==> src/rtl/dac_frame_serializer.sv <==
// Pulls one FIFO sample per frame and shifts {CTRL_WORD, sample, zero pad} MSB-first to a serial DAC.
// Define DAC_MIDSCALE_ON_UNDERRUN_EN to send midscale instead of repeating the last sample on underrun.
module dac_frame_serializer #(
    parameter int unsigned CLKS_PER_FRAME = 1200,
    parameter int unsigned CLKS_PER_BCLK  = 12,
    parameter int unsigned DATA_LENGTH    = 24,
    parameter int unsigned SAMPLE_WIDTH   = 8,
    parameter int unsigned CTRL_BITS      = 8,
    parameter int unsigned CTRL_WORD      = 0,
    parameter int unsigned UCNT_WIDTH     = 16
) (
    input  logic                    clk,
    input  logic                    rst,
    input  logic                    enable,
    input  logic [SAMPLE_WIDTH-1:0] sample,
    input  logic                    empty,
    output logic                    read,
    output logic                    sdata,
    output logic                    bclk,
    output logic                    nsync,
    output logic                    sample_tick,
    output logic                    underrun,
    output logic [UCNT_WIDTH-1:0]   underrun_count
);

    localparam int unsigned CntW = $clog2(CLKS_PER_FRAME);
    localparam int unsigned PhW  = $clog2(CLKS_PER_BCLK);
    localparam int unsigned BitW = $clog2(DATA_LENGTH);

    localparam logic [CntW-1:0]      LastCnt  = CntW'(CLKS_PER_FRAME - 1);
    localparam logic [PhW-1:0]       LastPh   = PhW'(CLKS_PER_BCLK - 1);
    localparam logic [PhW-1:0]       HalfBclk = PhW'(CLKS_PER_BCLK / 2);
    localparam logic [BitW-1:0]      LastBit  = BitW'(DATA_LENGTH - 1);
    localparam logic [CTRL_BITS-1:0] CtrlVal  = CTRL_BITS'(CTRL_WORD);
`ifdef DAC_MIDSCALE_ON_UNDERRUN_EN
    localparam logic [SAMPLE_WIDTH-1:0] Midscale = {1'b1, {(SAMPLE_WIDTH - 1){1'b0}}};
`endif

    typedef enum logic [1:0] {
        StIdle,
        StFetch,
        StLoad,
        StShift
    } state_e;

    state_e                  state_q, state_d;
    logic [CntW-1:0]         cnt_q, cnt_d;
    logic [PhW-1:0]          ph_q, ph_d;
    logic [BitW-1:0]         bit_q, bit_d;
    logic [DATA_LENGTH-1:0]  sr_q, sr_d;
    logic [SAMPLE_WIDTH-1:0] held_q, held_d;
    logic                    rd_q, rd_d;
    logic [UCNT_WIDTH-1:0]   ucnt_q, ucnt_d;
    logic [DATA_LENGTH-1:0]  word;

    always_comb begin
        state_d     = state_q;
        cnt_d       = cnt_q;
        ph_d        = ph_q;
        bit_d       = bit_q;
        sr_d        = sr_q;
        held_d      = held_q;
        rd_d        = 1'b0;
        ucnt_d      = ucnt_q;
        word        = '0;
        read        = 1'b0;
        sample_tick = 1'b0;
        underrun    = 1'b0;
        nsync       = 1'b1;
        bclk        = 1'b1;
        sdata       = 1'b0;

        // Frame counter free-runs while enabled or a frame is in flight; parks at 0 otherwise.
        if (state_q == StIdle && !enable) begin
            cnt_d = '0;
        end else if (cnt_q == LastCnt) begin
            cnt_d = '0;
        end else begin
            cnt_d = cnt_q + CntW'(1);
        end

        unique case (state_q)
            StIdle: begin
                if (enable && cnt_q == '0) begin
                    state_d = StFetch;
                end
            end
            StFetch: begin
                sample_tick = 1'b1;
                if (!empty) begin
                    read = 1'b1;
                    rd_d = 1'b1;
                end else begin
                    underrun = 1'b1;
                    if (ucnt_q != '1) begin
                        ucnt_d = ucnt_q + UCNT_WIDTH'(1);
                    end
                end
                state_d = StLoad;
            end
            StLoad: begin
                // FIFO data is valid now, one cycle after the pop.
                if (rd_q) begin
                    held_d = sample;
                end else begin
`ifdef DAC_MIDSCALE_ON_UNDERRUN_EN
                    held_d = Midscale;
`else
                    held_d = held_q;
`endif
                end
                word[DATA_LENGTH-1 -: CTRL_BITS]                = CtrlVal;
                word[DATA_LENGTH-CTRL_BITS-1 -: SAMPLE_WIDTH]   = held_d;
                sr_d    = word;
                ph_d    = '0;
                bit_d   = '0;
                state_d = StShift;
            end
            StShift: begin
                nsync = 1'b0;
                sdata = sr_q[DATA_LENGTH-1];
                bclk  = (ph_q < HalfBclk);
                if (ph_q == LastPh) begin
                    ph_d = '0;
                    sr_d = sr_q << 1;
                    if (bit_q == LastBit) begin
                        state_d = StIdle;
                    end else begin
                        bit_d = bit_q + BitW'(1);
                    end
                end else begin
                    ph_d = ph_q + PhW'(1);
                end
            end
            default: state_d = StIdle;
        endcase
    end

    always_ff @(posedge clk) begin
        if (rst) begin
            state_q <= StIdle;
            cnt_q   <= '0;
            ph_q    <= '0;
            bit_q   <= '0;
            sr_q    <= '0;
            held_q  <= '0;
            rd_q    <= 1'b0;
            ucnt_q  <= '0;
        end else begin
            state_q <= state_d;
            cnt_q   <= cnt_d;
            ph_q    <= ph_d;
            bit_q   <= bit_d;
            sr_q    <= sr_d;
            held_q  <= held_d;
            rd_q    <= rd_d;
            ucnt_q  <= ucnt_d;
        end
    end

    assign underrun_count = ucnt_q;

endmodule

==> config.mk <==
export PLATFORM = sky130hd
export DESIGN_NAME = dac_frame_serializer
export DESIGN_NICKNAME = d
export VERILOG_FILES = /design/src/rtl/dac_frame_serializer.sv
export SDC_FILE = /design/constraint.sdc
export NUM_CORES = 1
export LEC_CHECK = 0
export CORE_MARGIN = 2
export CORE_UTILIZATION = 55
export DETAILED_ROUTE_END_ITERATION = 12
export PLACE_DENSITY_LB_ADDON = 0.3
export SLEW_MARGIN = 10
export SYNTH_ARGS = -nofsm -noshare
export SYNTH_HDL_FRONTEND = slang
export SYNTH_SLANG_ARGS = --single-unit
==> constraint.sdc <==
create_clock -name clk -period 2 [get_ports clk]
set_input_delay 0.3 -clock clk [delete_from_list [all_inputs] [get_ports clk]]
set_output_delay 0.3 -clock clk [all_outputs]
set_load 0.01 [all_outputs]
==> impl_metrics.ini <==
[outcome]
outcome = finished clean

[run]
maxCapViolCount = 0

[synth]
postSynth.asyncResetShare_pct = 0
synth_edf_count = 0
synthesis.nets = 365
yosys.area.top_type_share_pct = 42.5
yosys_most_used_dff = dfxtp_1
syn_inst = 344
syn_avg_cell_area_um2 = 8.63
ys_seq_area_share_pct = 42.5
syn_area_mm2 = 0.00297
yosys.area.top_type = dfxtp_1
synthDistinctLibCells = 52
synth.area.top_cells = dfxtp_1 (42%), nor2_1 (5.3%), a21oi_1 (4.7%), ha_1 (3.8%), nand2_1 (3.7%)
synth_warnings = 0
yosys_register_bits = 63

[power_and_ir_drop]
intPower_w = 0.00266
total_power_w = 0.00371
power.density_mw_per_mm2 = 1010
p_comb_share_pct = 20.7
vdd.ir_drop.worst_uv = 645
p_clk_share_pct = 40.1
pwr-share-seq_pct = 39.2
switching_share_pct = 28.4
p_leak_nw = 1.34
p_sw_w = 0.00105

[sta]
worst_slew_pin_slew_ns = 0.529
fin_worst_skew_ns = 0.00616
rsz0062_at_grt = false
fmax_ghz = 0.520
setup_tns_ns = 0
hold_viol_final = 0
post-route-period-util_pct = 96.1
setup_viol = 0
hold_ws_ns = 0.350
finalCriticalPeriod_ns = 1.92
finalMaxSlewViolations = 0
relSlewSlack_pct = 64.7

[worst_hold_path]
holdCritStartpoint = rst
whs_endpoint = ph_q[0]$_SDFFE_PP0P_
whs_path_depth = 2
hold_path_class = input port to register

[critical_path]
cp-end-kind = output port
worst-path-max-fanout = 13
regToRegSetupSlack_ns = 0.23
cp_data_arrival_time_ns = 1.62
cp-start-kind = register
crit-reg2reg-launch = state_q[1]$_SDFFE_PP0P_
crit_start = state_q[0]$_SDFFE_PP0P_
worstSetupPathType = register to output port
worst_ep_required_time_ns = 1.70
rr_worst_depth = 6
r2r-end = underrun_count[11]$_SDFFE_PP0P_

[clocking]
clk_latency_ns = 0.34
htree_levels = 3
cts_inserted_buffers = 9
cts_tree = yes
cts_setup_buffers = 0
cts-resized-gates = 6
clock-sinks = 63
cts_root_buf = clkbuf_8
cts.clk_slew.worst_paths_ns = 0.07
hold_buffers = 0
ctsLongestPathBuffers = 2

[placed_design]
gp_congestion = 0.853
dp_hpwl_mm = 4.26
dpl-instance-area_mm2 = 0.00339
port-buffer-count = 33

[floorplanning]
die_w_um = 77.5
coreArea_mm2 = 0.00517
rows = 26
io_pins = 34
die_y_um = 77.5
die_area_mm2 = 0.00600
start_util_pct = 57.4

[cells_and_area]
final_util_pct = 71.2
fin_nets = 403
syn_to_final_growth_pct = 24.1
drive_gt1_share_pct = 10.6
diodes = 0
fin_area_mm2 = 0.00368

[route]
dr_wl_met2_mm = 3.20
top_layer = met4
vias = 2574
drtIter0Drc = 171
first_pass_iters = 4
drt-met1-wl_mm = 2.99
totalWireLength_mm = 6.58
drcViolationCount = 0
drt-wirelength-per-cell_um = 14.4
wl_met3_um = 308
viasPerCell = 5.63
ant_nets = 0

[grt]
grt_max_degree = 24
grt_first_pass_wirelength_mm = 11.2
antenna_found_initial = 0
globalRouteTotalUtil_pct = 23.3
grt_overflow = 0
grt_pass1_vias = 2412
[layout make-up]
type	instances	area, µm²
Clock inverter	7	145
Fill cell	400	1490
Clock buffer	9	124
Timing Repair Buffer	42	394
Multi-Input combinational cell	254	1630
Tap cell	70	87.6
Inverter	12	45.0
Sequential cell	63	1260
[power groups by stage]
stage / clock, W / sequential (W) / combinational (W)
after CTS: 0.00150 / 0.00145 / 0.000768
final: 0.00149 / 0.00146 / 0.000769
after floorplan: 0 / 0.00145 / 0.000527
after detailed placement: 0 / 0.00147 / 0.000747
after global routing: 0.00155 / 0.00147 / 0.000862
after global placement: 0 / 0.00147 / 0.000735
[how the worst max path moves through the flow]
stage / slack (ns) / to
after floorplan: 0.34 / underrun_count[10]$_SDFFE_PP0P_
after global placement: 0.09 / underrun_count[11]$_SDFFE_PP0P_
after detailed placement: 0.08 / underrun_count[11]$_SDFFE_PP0P_
after CTS: -0.008 / underrun
after global routing: 0.007 / sdata
final: 0.08 / sdata
[stage by stage]
| step | cells | setup slack, ns |
|---|---|---|
| after floorplan | 344 | 0.342 |
| after global placement | 441 | 0.0908 |
| after detailed placement | 441 | 0.0793 |
| final | 457 | 0.0786 |
| after CTS | 457 | -0.00804 |
| after global routing | 457 | 0.00658 |
[synth_stat cells (7+ instances only)]
| cell | number |
|---|---|
| ha_1 | 9 |
| a21oi_1 | 28 |
| o31ai_1 | 7 |
| xnor2_1 | 7 |
| dfxtp_1 | 63 |
| inv_1 | 11 |
| clkbuf_1 | 10 |
| nand3_1 | 12 |
| o21ai_0 | 7 |
| o211ai_1 | 7 |
| nor3_1 | 8 |
| mux2i_1 | 10 |
| nand2_1 | 29 |
| a211oi_1 | 7 |
| a22oi_1 | 8 |
| nor2_1 | 42 |
[metal layers]
layer	up-vias	track usage (%)
met1	1189	30.2
met4	0	7.68
li1	1315	-
met3	8	7.09
met2	62	37.2
met5	-	0
[layout by cell type (no fill, tap or decap), types with 2 or more instances in the layout]
cell / instances
or3_1: 5
a21o_1: 2
xnor2_1: 7
buf_4: 9
nor4_4: 2
or4_1: 5
a211oi_1: 7
nand3b_1: 3
and3_1: 5
dfxtp_2: 2
o21ai_0: 7
a22oi_1: 8
ha_1: 7
xor2_1: 3
nand2_1: 29
o211ai_1: 7
nand3_1: 12
dfxtp_1: 61
o31ai_1: 7
nor2_1: 42
mux2i_1: 10
bufinv_16: 4
nor2b_1: 5
nand4b_1: 2
and4_1: 2
a31oi_1: 3
clkinv_4: 2
nand4_1: 5
a21boi_0: 2
clkbuf_8: 9
nand2b_1: 6
and2_1: 4
inv_1: 11
nor3_1: 8
clkdlybuf4s50_1: 30
a21oi_1: 28
[cell families (layout without fill, tap and decap cells)]
logic type,Yosys count,after routing,share of synthesized area (%)
fa+ha+maj,9,9,3.79
flops,63,63,42.5
compound gates,76,76,16.2
simple gates,148,148,27.1
xor+xnor,10,10,2.95
buf+inv,27,70,3.54
mux,11,11,3.88
[flip-flops by register name, summed over array words and instances (netlist names)]
name            count
held_q              8
cnt_q              11
sr_q               16
ph_q                4
rd_q                1
state_q             2
bit_q               5
underrun_count     16
[worst max-delay path, cell delays in order, from the launching register on]
cell and delay [ns]:
dfxtp_2 0.38, ha_4 0.23, and2_1 0.14, clkdlybuf4s50_1 0.53
No activity file was read; power rests on OpenSTA's default activity.
==> RTL edit (config.mk and constraints unchanged) <==
`ph_q` and `sr_q` no longer have a reset.
--- a/src/rtl/dac_frame_serializer.sv
+++ b/src/rtl/dac_frame_serializer.sv
@@ -141,7 +141,5 @@
             state_q <= StIdle;
             cnt_q   <= '0;
-            ph_q    <= '0;
             bit_q   <= '0;
-            sr_q    <= '0;
             held_q  <= '0;
             rd_q    <= 1'b0;
@@ -150,7 +148,5 @@
             state_q <= state_d;
             cnt_q   <= cnt_d;
-            ph_q    <= ph_d;
             bit_q   <= bit_d;
-            sr_q    <= sr_d;
             held_q  <= held_d;
             rd_q    <= rd_d;
@@ -159,4 +155,9 @@
     end
 
+    always_ff @(posedge clk) begin
+        ph_q <= ph_d;
+        sr_q <= sr_d;
+    end
+
     assign underrun_count = ucnt_q;
 
Function: same outputs for any inputs over 10 cycles, from zero or initial values and one cycle with rst high; that may be too few to reach the edited logic, so the function may still have changed.
==> RTL edit against the original RTL <==
- synthesized cell count is 9.9% lower
- area after synthesis is 1.3% lower
- global-route usage is 2.5 points lower
- sequential power is 9.6% higher
- total power is 7.7% lower
- non-clock buffer count is 11 higher
- final area is 0.34% lower
- worst setup slack better by 0.058 ns
- routed wire length is 9.6% lower
- sequential cell count stayed put
- highest routed layer unchanged
==> RTL edit: results (changes against the original RTL) <==
| Metric | Value |
|---|---|
| Critical path arrival | 2.13 ns (+0.51 ns) |
| Leakage | 1.279 nW (-4.7%) |
| Vias in the first global route | 2197 (-8.9%) |
| Clock buffer depth | 2 (unchanged) |
| DR vias | 2429 (-5.6%) |
| Clock H-tree levels | 3 (unchanged) |
| Largest net degree at the start of global routing | 21 (-13%) |
| Dpl cell area | 3453 um^2 (+1.9%) |
| Largest cells by area after synthesis | dfxtp_1 (29%), edfxtp_1 (20%), a21oi_1 (4.6%) |
| Fin nets | 386 (-4.2%) |
| Place WS | -0.1937 ns (-0.2730 ns) |
| Status | complete, no violations |
| Clock-pin slew on the worst setup and hold paths | 0.07 ns (about the same) |
| Skew final | 0.003906 ns (-0.002255 ns) |
| IO Port Bufs | 33 (unchanged) |
| GP Congestion | 0.8012 (-6.1%) |
| Net Count, Synth | 332 (-9.0%) |
| First-pass GRT wire length | 9949 um (-11%) |
| Post-synthesis sequential area ratio | 0.4987 (+0.07394) |
| Drt first-iter violations | 121 (-29%) |
| Synth unique cells | 40 (-23%) |
| Pint | 2.451 mW (-7.9%) |
| Number of synthesized flops with an enable pin | 20 (+20) |
| GRT Total Usage | 0.2086 (-0.02467) |
| Min Hold Slack | 0.4550 ns (+0.1048 ns) |
| VDD IR max | 735.9 uV (+14%) |
| Post-synth ARST share | 0 (unchanged) |
| DRC viols | 0 (unchanged) |
| Initial antenna violation count | 0 (unchanged) |
| Fillers | 412 (+3.0%) |
| Final period utilization | 0.9315 (-0.02920) |
| Hold crit path type | flop to flop |
| CP max FO | 4 (-9) |
| R2R setup slack | 0.14 ns (-0.09 ns) |
| Hpwl dp | 3965 um (-6.9%) |
| Drt total wl | 5945 um (-9.6%) |
| Worst-margin pin slew | 0.6892 ns (+0.1604 ns) |
| Share of cells above drive strength 1 | 0.1274 (+0.02143) |
| Antenna Cells | 0 (unchanged) |
| CTS Buf Count | 9 (unchanged) |
| Commonest cells post-synth | dfxtp_1 (43), a21oi_1 (27), nand2_1 (27), nor2_1 (21), edfxtp_1 (20) |
-- RTL edit: changes by cell type in the layout (fill, tap and decap cells not counted), sizes merged, moves of 8 or more --
cell	before	now
nor2	43	21
nand3	12	20
and2	4	12
dfxtp	63	43
buf	10	20
a22oi	8	0
edfxtp	0	20
o21ai	8	20
-- RTL edit: final timing paths --
check / cells past startpoint / end / startpoint
setup reg to reg: 6 / underrun_count[13] / state_q[1]
hold reg to reg: 2 / held_q[6] / held_q[6]
hold / removal: 2 / held_q[6] / held_q[6]
setup / recovery: 6 / underrun_count[13] / state_q[1]
-- RTL edit: metrics by stage --
| step | setup TNS (ns) | utilization | power [mW] | cells |
|---|---|---|---|---|
| finish | 0 | 0.7145 | 3.427 | 439 |
| global route | 0 | 0.7145 | 3.593 | 439 |
| CTS | 0 | 0.7123 | 3.447 | 438 |
| detailed placement | -0.3818 | 0.6719 | 2.351 | 422 |
| global placement | -0.3268 | 0.6719 | 2.324 | 422 |
| floorplan | 0 | - | 2.054 | 310 |
-- RTL edit: power by group through the flow --
| stage | clock [mW] | combinational [mW] | sequential [mW] |
|---|---|---|---|
| floorplan | 0 | 0.437 | 1.62 |
| global placement | 0 | 0.702 | 1.62 |
| detailed placement | 0 | 0.721 | 1.63 |
| CTS | 1.11 | 0.734 | 1.61 |
| global route | 1.15 | 0.827 | 1.61 |
| finish | 1.08 | 0.745 | 1.60 |
-- RTL edit: area by class of cell --
type / count / area (um^2) / area share
flip-flops and latches: 63 / 1461 / 0.3980
multi-input cells: 226 / 1406 / 0.3830
repair buffers: 53 / 478.0 / 0.1302
inverters: 11 / 41.29 / 0.01124
clock inverters: 6 / 60.06 / 0.01635
clock buffers: 10 / 137.6 / 0.03748
well taps: 70 / 87.58 / 0.02385
-- RTL edit: cell families after synthesis --
group,after synthesis,share of synthesized area
and+or+nand+nor,134,0.2472
xor gates and xnor gates,12,0.03587
adders and majority gates,10,0.04270
muxes,10,0.03416
AOI/OAI and AO/OA,60,0.1144
buffers and inverters,21,0.02690
DFF,63,0.4987
-- RTL edit: critical path, stage by stage (launching register included) --
cell and delay, ns:
dfxtp_1 0.32, inv_2 0.08, ha_2 0.19, nand4_1 0.11, or4_4 0.45, or4_1 0.49, a21oi_1 0.15
-- RTL edit: repair_timing --
| action | CTS | global route |
|---|---|---|
| gates resized for setup | 8 | 2 |
| endpoints found under the setup margin | 6 | 20 |
| hold endpoints to repair | 0 | 0 |
| buffers inserted | 0 | 1 |
| hold buffers | 0 | 0 |
| pin swaps | 0 | 1 |
-- RTL edit: metal layers --
metal	wire length, um	GRT usage
met5	0	0
met4	109	0.1071
met2	2750	0.3263
met1	2854	0.2762
met3	231	0.04000
